===== src/rtl/imem_loader.sv =====
// imem_loader: boot-time writer for the instruction memory of the single-cycle
// RISC-V core. Consumes a length-prefixed little-endian byte stream
// (N as 16-bit LSB first, then 4*N data bytes, each word LSB first) over a
// valid/ready handshake. It assembles the bytes into 32-bit words, writes them
// to consecutive word-aligned addresses, and keeps the CPU held in reset until
// the image is completely loaded.
//
// Optional feature: define IMEM_LOADER_CHECKSUM_EN to require one trailing
// byte equal to the modulo-256 sum of all data bytes before reporting Done.
//
// Parameters:
//   ADDR_WIDTH     word-address width; capacity is 2^ADDR_WIDTH words
// Ports:
//   CLK            system clock, rising edge
//   RESET          asynchronous active-high reset
//   START          single-cycle pulse; begins a load from IDLE/DONE/ERROR
//   ByteValid      stream byte present
//   ByteData       stream byte
//   ByteReady      loader accepts a byte this cycle
//   MemWriteEnable one-cycle write strobe per word
//   MemAddress     word-aligned byte address (word_index*4)
//   MemWriteData   assembled instruction word
//   CPUHold        keeps the core in reset while high
//   Done           image loaded
//   Error          load failed
//   LoadedWords    words written during the current load
module imem_loader #(
  parameter int unsigned ADDR_WIDTH = 10
) (
  input  logic        CLK,
  input  logic        RESET,
  input  logic        START,
  input  logic        ByteValid,
  input  logic [7:0]  ByteData,
  output logic        ByteReady,
  output logic        MemWriteEnable,
  output logic [31:0] MemAddress,
  output logic [31:0] MemWriteData,
  output logic        CPUHold,
  output logic        Done,
  output logic        Error,
  output logic [15:0] LoadedWords
);

`ifdef IMEM_LOADER_CHECKSUM_EN
  typedef enum logic [2:0] {
    S_IDLE, S_HDR_LO, S_HDR_HI, S_DATA, S_WRITE, S_DONE, S_ERROR, S_CHECK
  } state_t;
  localparam state_t S_FINISH = S_CHECK;
`else
  typedef enum logic [2:0] {
    S_IDLE, S_HDR_LO, S_HDR_HI, S_DATA, S_WRITE, S_DONE, S_ERROR
  } state_t;
  localparam state_t S_FINISH = S_DONE;
`endif

  // 17 bits so that a full 16-bit count can be compared against capacity.
  localparam logic [16:0] CAPACITY = 17'd1 << ADDR_WIDTH;

  state_t              state;
  state_t              state_nxt;
  logic [7:0]          count_lo;
  logic [15:0]         count;
  logic [ADDR_WIDTH:0] index;
  logic [1:0]          byte_cnt;
  logic [23:0]         word;
  logic                accept;
  logic                start_load;
  logic                ready_nxt;
  logic [15:0]         hdr_n;
  logic [16:0]         index_inc;
`ifdef IMEM_LOADER_CHECKSUM_EN
  logic [7:0]          sum;
`endif

  // ByteReady is registered from the next state, so it always reflects the
  // current state and can be used directly to qualify the handshake.
  assign accept     = ByteValid && ByteReady;
  assign hdr_n      = {ByteData, count_lo};
  assign index_inc  = 17'(index) + 17'd1;
  assign start_load = START && (state == S_IDLE || state == S_DONE || state == S_ERROR);

  always_comb begin
    state_nxt = state;
    case (state)
      S_IDLE:   if (START) state_nxt = S_HDR_LO;
      S_HDR_LO: if (accept) state_nxt = S_HDR_HI;
      S_HDR_HI: begin
        if (accept) begin
          if ({1'b0, hdr_n} > CAPACITY) state_nxt = S_ERROR;
          else if (hdr_n == '0)         state_nxt = S_FINISH;
          else                          state_nxt = S_DATA;
        end
      end
      S_DATA:   if (accept && byte_cnt == 2'd3) state_nxt = S_WRITE;
      S_WRITE:  state_nxt = (index_inc < {1'b0, count}) ? S_DATA : S_FINISH;
      S_DONE,
      S_ERROR:  if (START) state_nxt = S_HDR_LO;
`ifdef IMEM_LOADER_CHECKSUM_EN
      S_CHECK:  if (accept) state_nxt = (ByteData == sum) ? S_DONE : S_ERROR;
`endif
      default:  state_nxt = S_IDLE;
    endcase
  end

  always_comb begin
    ready_nxt = 1'b0;
    case (state_nxt)
      S_HDR_LO, S_HDR_HI, S_DATA: ready_nxt = 1'b1;
`ifdef IMEM_LOADER_CHECKSUM_EN
      S_CHECK:                    ready_nxt = 1'b1;
`endif
      default:                    ready_nxt = 1'b0;
    endcase
  end

  always_ff @(posedge CLK or posedge RESET) begin
    if (RESET) begin
      state          <= S_IDLE;
      ByteReady      <= 1'b0;
      MemWriteEnable <= 1'b0;
      MemAddress     <= '0;
      MemWriteData   <= '0;
      CPUHold        <= 1'b1;
      Done           <= 1'b0;
      Error          <= 1'b0;
      LoadedWords    <= '0;
      count_lo       <= '0;
      count          <= '0;
      index          <= '0;
      byte_cnt       <= '0;
      word           <= '0;
`ifdef IMEM_LOADER_CHECKSUM_EN
      sum            <= '0;
`endif
    end else begin
      state          <= state_nxt;
      ByteReady      <= ready_nxt;
      MemWriteEnable <= (state_nxt == S_WRITE);
      Done           <= (state_nxt == S_DONE);
      Error          <= (state_nxt == S_ERROR);
      CPUHold        <= (state_nxt != S_DONE);

      if (start_load) begin
        index       <= '0;
        LoadedWords <= '0;
        byte_cnt    <= '0;
`ifdef IMEM_LOADER_CHECKSUM_EN
        sum         <= '0;
`endif
      end

      if (accept) begin
        case (state)
          S_HDR_LO: count_lo <= ByteData;
          S_HDR_HI: count    <= hdr_n;
          S_DATA: begin
            byte_cnt <= byte_cnt + 2'd1;
            // Bytes arrive LSB first: shift down so the newest byte sits on top.
            word     <= {ByteData, word[23:8]};
`ifdef IMEM_LOADER_CHECKSUM_EN
            sum      <= sum + ByteData;
`endif
            if (byte_cnt == 2'd3) begin
              MemAddress   <= 32'({index, 2'b00});
              MemWriteData <= {ByteData, word};
            end
          end
          default: ;
        endcase
      end

      if (state == S_WRITE) begin
        index       <= index_inc[ADDR_WIDTH:0];
        LoadedWords <= LoadedWords + 16'd1;
      end
    end
  end

endmodule


===== config.mk =====
export PLATFORM = sky130hd
export DESIGN_NAME = imem_loader
export DESIGN_NICKNAME = d
export VERILOG_FILES = /design/src/rtl/imem_loader.sv
export SDC_FILE = /design/constraint.sdc
export NUM_CORES = 1
export LEC_CHECK = 0
export ABC_CLOCK_PERIOD_IN_PS = 5050
export CORE_AREA = 2 2 113 115
export CTS_BUF_LIST = sky130_fd_sc_hd__clkbuf_2 sky130_fd_sc_hd__clkbuf_4 sky130_fd_sc_hd__clkbuf_8
export CTS_CLUSTER_DIAMETER = 30
export DETAILED_ROUTE_END_ITERATION = 7
export DIE_AREA = 0 0 115 117
export GPL_ROUTABILITY_DRIVEN = 0
export GPL_TIMING_DRIVEN = 0
export MAX_ROUTING_LAYER = met4
export PLACE_DENSITY = 0.73
export RECOVER_POWER = 100
export SYNTH_ARGS = -nofsm -noshare
export SYNTH_HDL_FRONTEND = slang
export SYNTH_SLANG_ARGS = --single-unit

===== constraint.sdc =====
create_clock -name CLK -period 5.05 [get_ports CLK]
set_input_delay 1.01 -clock CLK [delete_from_list [all_inputs] [get_ports CLK]]
set_output_delay 1.01 -clock CLK [all_outputs]
set_load 0.05 [all_outputs]

==> summary.txt, run 1 <==
Route
  • Vias: 4,030
  • # DRC: 0
  • Initial DRC Count: 263
  • Drt total wl: 12,200 µm
  • Routed vias/inst: 5.28
  • TritonRoute pass-1 iters: 4
  • Antenna Nets Post-Route: 0
  • Routed len/inst: 16.0 µm

Clock network
  • Post-CTS setup repair buffer count: 0
  • TritonCTS clock tree: yes
  • Worst skew pair latency: 450 ps
  • Clock-pin slew on the worst setup and hold paths: 70 ps
  • # hold bufs at CTS: 0
  • CTS buffer count: 17
  • Clock Sinks: 128
  • Clk buf depth: 2
  • Root buffer cell: clkbuf_8
  • CTS H-tree depth: 4
  • Post-CTS Resized: 0

Final layout
  • ANT cells: 0
  • Fin nets: 626
  • Fillers: 1,006
  • Sequential Area: 3200 µm²
  • Fin util: 59.2%
  • Most frequent cells in the layout: 127 x dfrtp_1, 88 x mux2_2, 67 x dlygate4sd3_1
  • Layout cell share with drive strength beyond 1: 24.6%
  • Area growth from synthesis to final layout: 25.1%
  • Non-Filler Instances: 763
  • Leading cell type in the layout, fill and taps excluded: dfrtp_1
  • Multi-input logic area: 2390 µm²

Setup path
  • Worst r2r src: index[2]$_DFFE_PP0P_
  • Reg2Reg Setup Slack: 1940 ps
  • Required @ worst endpoint: 5360 ps
  • Critical Path AT: 3420 ps
  • Critical R2R Capture: ByteReady$_DFF_PP0_
  • Crit Path Max Fanout: 5
  • R2r worst-path depth: 9
  • CP Capture Type: flip-flop
  • Startpoint types: input pin
  • Critical path class: in -> reg

Floorplan
  • DIE AREA: 13,500 µm²
  • Starting density of the core: 47.3%
  • Core ar.: 12,300 µm²
  • Die height: 117 µm
  • # IOs: 97
  • # rows: 41
  • Die width: 115 µm

STA
  • Worst Skew: 12.4 ps
  • Setup-failing EPs final: 0
  • Relative slew slack: -31.9%
  • Setup ws final: 1940 ps
  • Slew of the pin with the lowest slew margin: 1970 ps
  • RSZ-0062 raised after global routing: no
  • Final Cycle Share: 61.6%
  • Setup TNS: 0 ps
  • Count of pins over their slew limit: 43
  • Max frequency: 321 MHz
  • Final hold vios: 0
  • Minimum clock period: 3110 ps
  • WHS: 491 ps

Worst hold path
  • Worst min path class: reg -> reg
  • Hold_sp: LoadedWords[15]$_DFFE_PP0P_
  • Hold worst-path end: LoadedWords[15]$_DFFE_PP0P_
  • Hold depth: 1

Status
  • Failing checks: max-capacitance violations, max-slew violations
  • Status: finished, violations left

Pwr
  • Power Density: 465 nW/µm²
  • LEAKAGE: 3.59 nW
  • Peak supply drop: 0.000259 V

Global routing
  • Largest net degree at the start of global routing: 87
  • GR Overflow Total: 0
  • Antenna violations before repair: 0
  • First-pass GRT wire length: 19,900 µm
  • Total Routing Usage GR: 19.9%
  • Vias in the first global route: 4,027

Synth
  • Post-synth cell types: 49
  • Cells after Synth: 485
  • Yosys reg bits: 128
  • EDFF count, synth: 0
  • Mean Syn Cell Area: 12.0 µm²
  • Seq/Total Area, Yosys: 55.0%
  • Top FF cell, synth: dfrtp_1
  • Synth warn: 0
  • Asr flop ratio synth: 100%
  • Post-Syn Area: 5830 µm²

Placed design
  • Dpl hpwl: 8670 µm
  • Inst Count DP: 731
  • Worst slack at placement: 1710 ps
  • IO buf count: 75

Flow run
  • Max cap viols: 1
==> critical path, cell delays in order <==
cell,delay (ps)
dlygate4sd3_1,650
or4_1,530
or3_1,360
o41a_1,330
a211oi_1,390
a211oi_2,140
==> sequential cells by signal (all words and copies together), names as in the netlist <==
| name | count |
|---|---|
| byte_cnt | 2 |
| count_lo | 8 |
| LoadedWords | 16 |
| MemWriteData | 32 |
| word | 24 |
| MemAddress | 11 |
| MemWriteEnable | 1 |
| ByteReady | 1 |
| CPUHold | 1 |
| state | 3 |
| Done | 1 |
| Error | 1 |
| count | 16 |
| index | 11 |
==> where the power goes <==
part           internal, mW  switching (mW)
Clock                 0.523           0.426
Sequential             1.28           0.167
Combinational         0.417           0.578
==> how the worst max path moves through the flow <==
stage / from / end / slack [ps] / cells past startpoint
floorplan: RESET / ByteReady$_DFF_PP0_ / 630 / 1
finish: ByteData[1] / ByteReady$_DFF_PP0_ / 1940 / 6
global route: index[2]$_DFFE_PP0P_ / ByteReady$_DFF_PP0_ / 1650 / 9
detailed placement: ByteData[0] / ByteReady$_DFF_PP0_ / 1710 / 6
CTS: index[2]$_DFFE_PP0P_ / ByteReady$_DFF_PP0_ / 2110 / 9
global placement: RESET / MemAddress[2]$_DFFE_PP0P_ / -1040 / 2
==> synthesized netlist by cell type, drive strengths merged (4+ instances only) <==
cell type	count	area share, %
a21oi	11	0.94
xnor2	5	0.75
o31ai	6	0.77
mux2	91	18
dfrtp	127	55
xor2	7	1.1
o21ai	27	2.3
or4	4	0.58
clkbuf	8	0.52
o211ai	5	0.64
and2	4	0.43
and3	4	0.43
nand4	7	0.75
nand3	24	2.1
inv	17	1.1
ha	14	3.0
nand2	41	2.6
buf	29	3.4
nor2	15	0.97
==> layout make-up <==
cell class | count | area share [%]
buffer | 37 | 3.02
clock buffer | 19 | 3.59
clock inverter | 13 | 2.40
inverter | 18 | 0.944
multi-input combinational | 322 | 32.8
sequential | 128 | 44.0
tap | 150 | 2.58
timing repair buffer | 76 | 10.7
==> routing by layer <==
metal	global-route usage [%]	wire length, µm	up-vias
met5	-	0	-
met4	8.43	132	0
met3	4.74	493	9
met2	31.5	6020	96
met1	24.8	5540	2002
li1	-	-	1923
==> cell families after synthesis <==
group | after synthesis | synth area share (%)
compound gates | 67 | 7.43
mux | 93 | 17.9
flops | 128 | 55.0
fa+ha+maj | 14 | 3.01
other cells | 1 | 0.0644
xor+xnor | 12 | 1.80
buf+inv | 55 | 5.07
simple gates | 115 | 9.71
==> through the flow <==
step | total power, mW | cell area, µm²
3_3_place_gp | 2.43 | 6840
4_1_cts | 3.45 | 7310
5_1_grt | 3.58 | 7290
6_report | 3.39 | 7290
3_5_place_dp | 2.48 | 6870
2_1_floorplan | 2.18 | 5900
(Power assumes the default switching activity.)
==> inputs of run 2 (changes only) <==
- ABC_CLOCK_PERIOD_IN_PS: 5050 -> 2700
- PLACE_DENSITY: 0.73 -> 0.76
- clock period: 5.05 -> 2.7 ns (I/O delays scaled with it)
==> run 2 against run 1 <==
The flow now finishes without violations. Cell count is 0.66% higher. Non-clock buffer count up 5. Register-to-register slack got worse by 1800 ps. Count of clock-buffer cells in the layout shrank 2. Clock skew decreased by 2.8 ps. First-iteration DRC count shrank 25%. Clock power rose by 76%. Power rose by 85%. Global-route usage down 0.97 points. Wire length is 1.9% lower. Critical path depth increased by 3. Core utilization is 0.82 points higher. Largest cell class unchanged. Largest power group unchanged. Highest routed layer unchanged.
==> summary.txt, run 2 (synthesis results as in run 1) <==
Clock network
  • CTS H-tree depth: 4 (unchanged)
  • Worst skew pair latency: 450 ps (about the same)
  • Root buffer cell: clkbuf_8
  • CTS buffer count: 17 (unchanged)
  • Clock-pin slew on the worst setup and hold paths: 90 ps (+20 ps)
  • Clk buf depth: 2 (unchanged)
  • Clock Sinks: 128 (unchanged)
  • TritonCTS clock tree: yes

Setup path
  • Required @ worst endpoint: 3030 ps (-2330 ps)
  • Critical path class: reg -> reg
  • Critical Path AT: 2900 ps (-520 ps)
  • Crit Path Max Fanout: 6 (+1)
  • CP Capture Type: flip-flop
  • Startpoint types: flip-flop

Final layout
  • Largest registers: MemWriteData: 32 flops, word: 24 flops
  • Leading cell type in the layout, fill and taps excluded: dfrtp_1
  • Most frequent cells in the layout: 123 x dfrtp_1, 91 x mux2_2, 67 x dlygate4sd3_1
  • Fillers: 985 (-2.1%)
  • Top reg by flops: MemWriteData
  • Area growth from synthesis to final layout: 26.8%
  • Max FFs per register: 32 (unchanged)
  • ANT cells: 0 (unchanged)
  • Fin nets: 631 (+0.80%)
  • Post-route cell area: 7390 µm² (+1.4%)
  • Layout cell share with drive strength beyond 1: 28.6% (+4.0 points)

STA
  • Worst Skew: 9.59 ps (-2.76 ps)
  • Setup-failing EPs final: 0 (unchanged)
  • WHS: 477 ps (-14.1 ps)
  • RSZ-0062 raised after global routing: yes
  • Count of pins over their slew limit: 0 (-100%)
  • Relative slew slack: 15.1% (+47 points)
  • Final Cycle Share: 95.3%
  • Final hold vios: 0 (unchanged)
  • Slew of the pin with the lowest slew margin: 1270 ps (-700 ps)
  • Minimum clock period: 2570 ps
  • Max frequency: 389 MHz

Worst hold path
  • Worst min path class: reg -> reg

Global routing
  • GR Overflow Total: 0 (unchanged)
  • Largest net degree at the start of global routing: 44 (-49%)
  • Total Routing Usage GR: 19.0% (-0.97 points)
  • Vias in the first global route: 3,868 (-3.9%)
  • First-pass GRT wire length: 19,100 µm (-3.7%)
  • Antenna violations before repair: 0 (unchanged)

Pwr
  • Net load switching power: 2.34 mW (+100%)
  • Internal power: 3.93 mW (+77%)
  • Power Density: 847 nW/µm² (+82%)
  • Sw Ratio: 37.3% (+2.8 points)
  • LEAKAGE: 3.65 nW (+1.6%)
  • Clock power frac: 26.6% (-1.4 points)
  • Power share of the combinational group: 30.3% (+1.0 points)
  • Peak supply drop: 0.000482 V (+86%)
  • Seq pwr share: 43.0% (+0.3 points)
  • Pwr Total: 6.26 mW (+85%)

Floorplan
  • Die height: 117 µm (unchanged)
  • DIE AREA: 13,500 µm² (unchanged)
  • Die width: 115 µm (unchanged)
  • # rows: 41 (unchanged)
  • Core ar.: 12,300 µm² (unchanged)
  • # IOs: 97 (unchanged)
  • Starting density of the core: 47.3% (unchanged)

Route
  • Antenna Nets Post-Route: 0 (unchanged)
  • Drt total wl: 12,000 µm (-1.9%)
  • # DRC: 0 (unchanged)
  • WL met3: 496 µm (+0.61%)
  • Routed vias/inst: 5.39 (+2.1%)
  • Met1 Routed Length: 5100 µm (-7.9%)
  • TritonRoute pass-1 iters: 4 (unchanged)
  • Vias: 4,141 (+2.8%)
  • Initial DRC Count: 196 (-25%)
  • DR top layer: met4
  • Routed len/inst: 15.6 µm (-2.5%)
  • Met2 wire length: 6210 µm (+3.2%)

Flow run
  • Max cap viols: 0 (-1)

Placed design
  • Dpl hpwl: 8770 µm (+1.1%)
  • IO buf count: 75 (unchanged)
  • Placed instance area: 6910 µm² (+0.56%)

Status
  • Status: completed
## run 2: path summary, 6_finish.rpt
| kind | from | slack (ps) | depth (start not counted) | to |
|---|---|---|---|---|
| worst min-delay path | LoadedWords[15]$_DFFE_PP0P_ | 480 | 1 | LoadedWords[15]$_DFFE_PP0P_ |
| max in group asynchronous | RESET | 340 | 3 | word[22]$_DFFE_PP0P_ |
| worst min register to register | LoadedWords[15]$_DFFE_PP0P_ | 480 | 1 | LoadedWords[15]$_DFFE_PP0P_ |
| worst max-delay path | index[0]$_DFFE_PP0P_ | 130 | 9 | ByteReady$_DFF_PP0_ |
| worst max register to register | index[0]$_DFFE_PP0P_ | 130 | 9 | ByteReady$_DFF_PP0_ |
| min in group asynchronous | RESET | 800 | 2 | MemWriteEnable$_DFF_PP0_ |
## run 2: worst max-delay path, cell delays in order (launching register included)
cell and delay [ps]:
dfrtp_2 460, nand2_1 190, nor4_4 410, xor2_1 110
ha_1 310, nand4_1 140, a311oi_2 280, a311oi_2 100
a211oi_2 330, a211oi_2 120
## run 2: per-stage QoR
| step | setup TNS [ps] | cells | utilization, % | worst slack (ps) |
|---|---|---|---|---|
| 6_report | 0 | 768 | 60.0 | 127 |
| 5_1_grt | -302 | 768 | 60.0 | -35.1 |
| 4_1_cts | 0 | 765 | 60.0 | 1.50 |
| 3_5_place_dp | -3970 | 733 | 56.1 | -306 |
| 3_3_place_gp | -65400 | 730 | 55.6 | -501 |
| 2_1_floorplan | 0 | 505 | - | 164 |
## run 2: area by class of cell
type / instances / area, µm² / share of cell area (%)
Sequential cell: 128 / 3210 / 43.4
Multi-Input combinational cell: 322 / 2480 / 33.6
Timing Repair Buffer: 81 / 791 / 10.7
Clock buffer: 17 / 234 / 3.17
Buffer: 37 / 226 / 3.06
Clock inverter: 15 / 191 / 2.59
Tap cell: 150 / 188 / 2.54
Inverter: 18 / 68.8 / 0.931
## run 2: power groups by stage
stage               Combinational, mW  Sequential [mW]  Clock [mW]
detailed placement               1.92             2.74           0
global route                     2.06             2.76        1.79
CTS                              1.93             2.70        1.71
finish                           1.90             2.69        1.67
global placement                 1.83             2.71           0
floorplan                        1.17             2.91           0
## run 2: routing by layer
layer  vias to the layer above  track usage [%]
li1                       1932                -
met1                      2101             24.3
met2                        94             30.0
met3                        14             4.63
met4                         0             6.02
met5                         -                -
## run 2: what timing repair did
action	in CTS	in global routing
gates cloned	0	0
hold buffers	0	0
hold endpoints to repair	0	0
pin swaps	1	7
resized for setup	10	10
buffers inserted	0	3
endpoints found under the setup margin	6	13
==> inputs of run 3 (changes only) <==
--- a/config.mk
+++ b/config.mk
@@ -6,5 +6,5 @@
 export NUM_CORES = 1
 export LEC_CHECK = 0
-export ABC_CLOCK_PERIOD_IN_PS = 2700
+export ABC_CLOCK_PERIOD_IN_PS = 2650
 export CORE_AREA = 2 2 113 115
 export CTS_BUF_LIST = sky130_fd_sc_hd__clkbuf_2 sky130_fd_sc_hd__clkbuf_4 sky130_fd_sc_hd__clkbuf_8
@@ -15,5 +15,5 @@
 export GPL_TIMING_DRIVEN = 0
 export MAX_ROUTING_LAYER = met4
-export PLACE_DENSITY = 0.76
+export PLACE_DENSITY = 0.73
 export RECOVER_POWER = 100
 export SYNTH_ARGS = -nofsm -noshare
==> constraint.sdc (replaced) <==
create_clock -name CLK -period 2.65 [get_ports CLK]
set_input_delay 0.795 -clock CLK [delete_from_list [all_inputs] [get_ports CLK]]
set_output_delay 0.795 -clock CLK [all_outputs]
set_load 0.05 [all_outputs]
==> run 3 against run 2 <==
Clock skew shrank 2.0 ps. First-iteration DRC count grew 41%. Hold slack gained 28 ps. Cell count grew 2.5%. Setup slack lost 74 ps. Wire length grew 8.8%. Largest cell class unchanged. Largest power group unchanged. Highest routed layer unchanged.
==> summary.txt, run 3 (synthesis results as in run 1) <==
Route
  • Routed vias/inst: 5.40 (about the same)
  • Drt total wl: 13,000 µm (+8.8%)
  • TritonRoute pass-1 iters: 5 (+1)
  • Routed len/inst: 16.5 µm (+6.2%)
  • Vias: 4,247 (+2.6%)
  • # DRC: 0 (unchanged)
  • Antenna Nets Post-Route: 0 (unchanged)
  • Initial DRC Count: 277 (+41%)

Final layout
  • Max FFs per register: 32 (unchanged)
  • Non-Filler Instances: 787 (+2.5%)
  • Leading cell type in the layout, fill and taps excluded: dfrtp_1
  • Layout cell share with drive strength beyond 1: 32.2% (+3.5 points)
  • Fillers: 918 (-6.8%)
  • ANT cells: 0 (unchanged)
  • Sequential Area: 3210 µm² (about the same)
  • Most frequent cells in the layout: 121 x dfrtp_1, 91 x mux2_2, 58 x dlygate4sd3_1
  • Top reg by flops: MemWriteData
  • Multi-input logic area: 2510 µm² (+1.3%)
  • Area growth from synthesis to final layout: 30.7%
  • Largest registers: MemWriteData: 32 flops, word: 24 flops
  • Fin nets: 650 (+3.0%)

Setup path
  • Critical R2R Capture: ByteReady$_DFF_PP0_
  • Required @ worst endpoint: 2980 ps (-50 ps)
  • CP Capture Type: flip-flop
  • Reg2Reg Setup Slack: 60 ps (-70 ps)
  • Critical path class: in -> reg
  • Crit Path Max Fanout: 10 (+4)
  • R2r worst-path depth: 10 (+1)
  • Worst r2r src: index[4]$_DFFE_PP0P_
  • Critical Path AT: 2930 ps (+30 ps)
  • Startpoint types: input pin

Global routing
  • GR Overflow Total: 0 (unchanged)
  • Largest net degree at the start of global routing: 45 (+2.3%)
  • Total Routing Usage GR: 20.4% (+1.4 points)
  • Vias in the first global route: 4,164 (+7.7%)
  • First-pass GRT wire length: 20,500 µm (+7.2%)
  • Antenna violations before repair: 0 (unchanged)

Placed design
  • IO buf count: 75 (unchanged)
  • Dpl hpwl: 8930 µm (+1.9%)
  • Worst slack at placement: -495 ps (-189 ps)
  • Inst Count DP: 733 (unchanged)

STA
  • Final Cycle Share: 98.0%
  • Setup-failing EPs final: 0 (unchanged)
  • Worst Skew: 7.63 ps (-1.96 ps)
  • Setup ws final: 52.6 ps (-74.2 ps)
  • Max frequency: 385 MHz
  • Relative slew slack: 40.8% (+26 points)
  • Slew of the pin with the lowest slew margin: 888 ps (-379 ps)
  • Setup TNS: 0 ps (unchanged)
  • Final hold vios: 0 (unchanged)
  • WHS: 504 ps (+27.6 ps)
  • Minimum clock period: 2600 ps
  • Count of pins over their slew limit: 0 (unchanged)

Worst hold path
  • Hold_sp: MemAddress[2]$_DFFE_PP0P_
  • Hold worst-path end: MemAddress[2]$_DFFE_PP0P_
  • Hold depth: 1 (unchanged)
  • Worst min path class: reg -> reg

Clock network
  • Worst skew pair latency: 450 ps (about the same)
  • Clock-pin slew on the worst setup and hold paths: 80 ps (about the same)
  • Clk buf depth: 2 (unchanged)
  • CTS buffer count: 17 (unchanged)
  • Clock Sinks: 128 (unchanged)
  • TritonCTS clock tree: yes
  • CTS H-tree depth: 4 (unchanged)
  • Root buffer cell: clkbuf_8

Pwr
  • Peak supply drop: 0.000686 V (+42%)
  • LEAKAGE: 3.77 nW (+3.5%)
  • Power Density: 882 nW/µm² (+4.0%)
  • Pwr Total: 6.71 mW (+7.2%)

Floorplan
  • DIE AREA: 13,500 µm² (unchanged)
  • Die height: 117 µm (unchanged)
  • Die width: 115 µm (unchanged)
  • # rows: 41 (unchanged)
  • Starting density of the core: 47.3% (unchanged)
  • # IOs: 97 (unchanged)
  • Core ar.: 12,300 µm² (unchanged)

Status
  • Status: completed

Flow run
  • Max cap viols: 0 (unchanged)
## run 3: changes by cell type in the layout (fill, tap and decap cells not counted), sizes merged
cell           change
clkinvlp           +1
bufinv             +4
clkinv             -4
clkbuf             +2
clkdlybuf4s50      +7
dlymetal6s2s       +1
dlygate4sd2        +1
inv                -1
dlygate4sd3        -9
buf               +17
## run 3: how the worst max path moves through the flow
stage | start | cells after the start | end
finish | ByteValid | 5 | MemWriteData[17]$_DFFE_PP0P_
CTS | index[0]$_DFFE_PP0P_ | 10 | ByteReady$_DFF_PP0_
floorplan | index[2]$_DFFE_PP0P_ | 9 | ByteReady$_DFF_PP0_
global route | index[1]$_DFFE_PP0P_ | 11 | ByteReady$_DFF_PP0_
global placement | RESET | 2 | MemAddress[2]$_DFFE_PP0P_
detailed placement | ByteData[0] | 6 | ByteReady$_DFF_PP0_
## run 3: power by group
| part | switching, mW | internal, mW | total [mW] |
|---|---|---|---|
| Clock | 0.852 | 1.06 | 1.91 |
| Sequential | 0.315 | 2.44 | 2.75 |
| Combinational | 1.16 | 0.885 | 2.05 |
| Total | 2.33 | 4.38 | 6.71 |
## run 3: layout make-up
type | instances | share of cell area, %
clock inverters | 15 | 2.89
well taps | 150 | 2.47
plain buffers | 37 | 2.99
repair buffers | 100 | 12.5
flip-flops and latches | 128 | 42.2
clock buffers | 17 | 3.07
multi-input cells | 322 | 33.0
inverters | 18 | 0.904
## run 3: critical path, cell delays in order
cell and delay, ps:
clkdlybuf4s50_1 530, nand3_1 120, nor2_1 690, clkbuf_2 420, mux2_2 380
## run 3: stage by stage
stage | instance area (µm²) | utilization [%]
floorplan | 5910 | -
global placement | 6840 | 55.6
detailed placement | 6900 | 56.1
CTS | 7440 | 60.5
global route | 7610 | 61.8
finish | 7610 | 61.8
## run 3: timing repair
action | 4_1_cts | 5_1_grt
pin swaps | 2 | 17
hold buffers | 0 | 0
resized for setup | 14 | 17
cloned | 0 | 0
setup buffers | 4 | 18
endpoints found under the setup margin | 6 | 16
endpoints found under the hold margin | 0 | 0
## run 3: routing by layer
layer,global-route usage [%],part of all wire (%),vias up
li1,-,-,1966
met1,25.5,44,2118
met2,32.1,50,139
met3,4.79,4.6,24
met4,8.84,1.6,0
met5,-,0,-
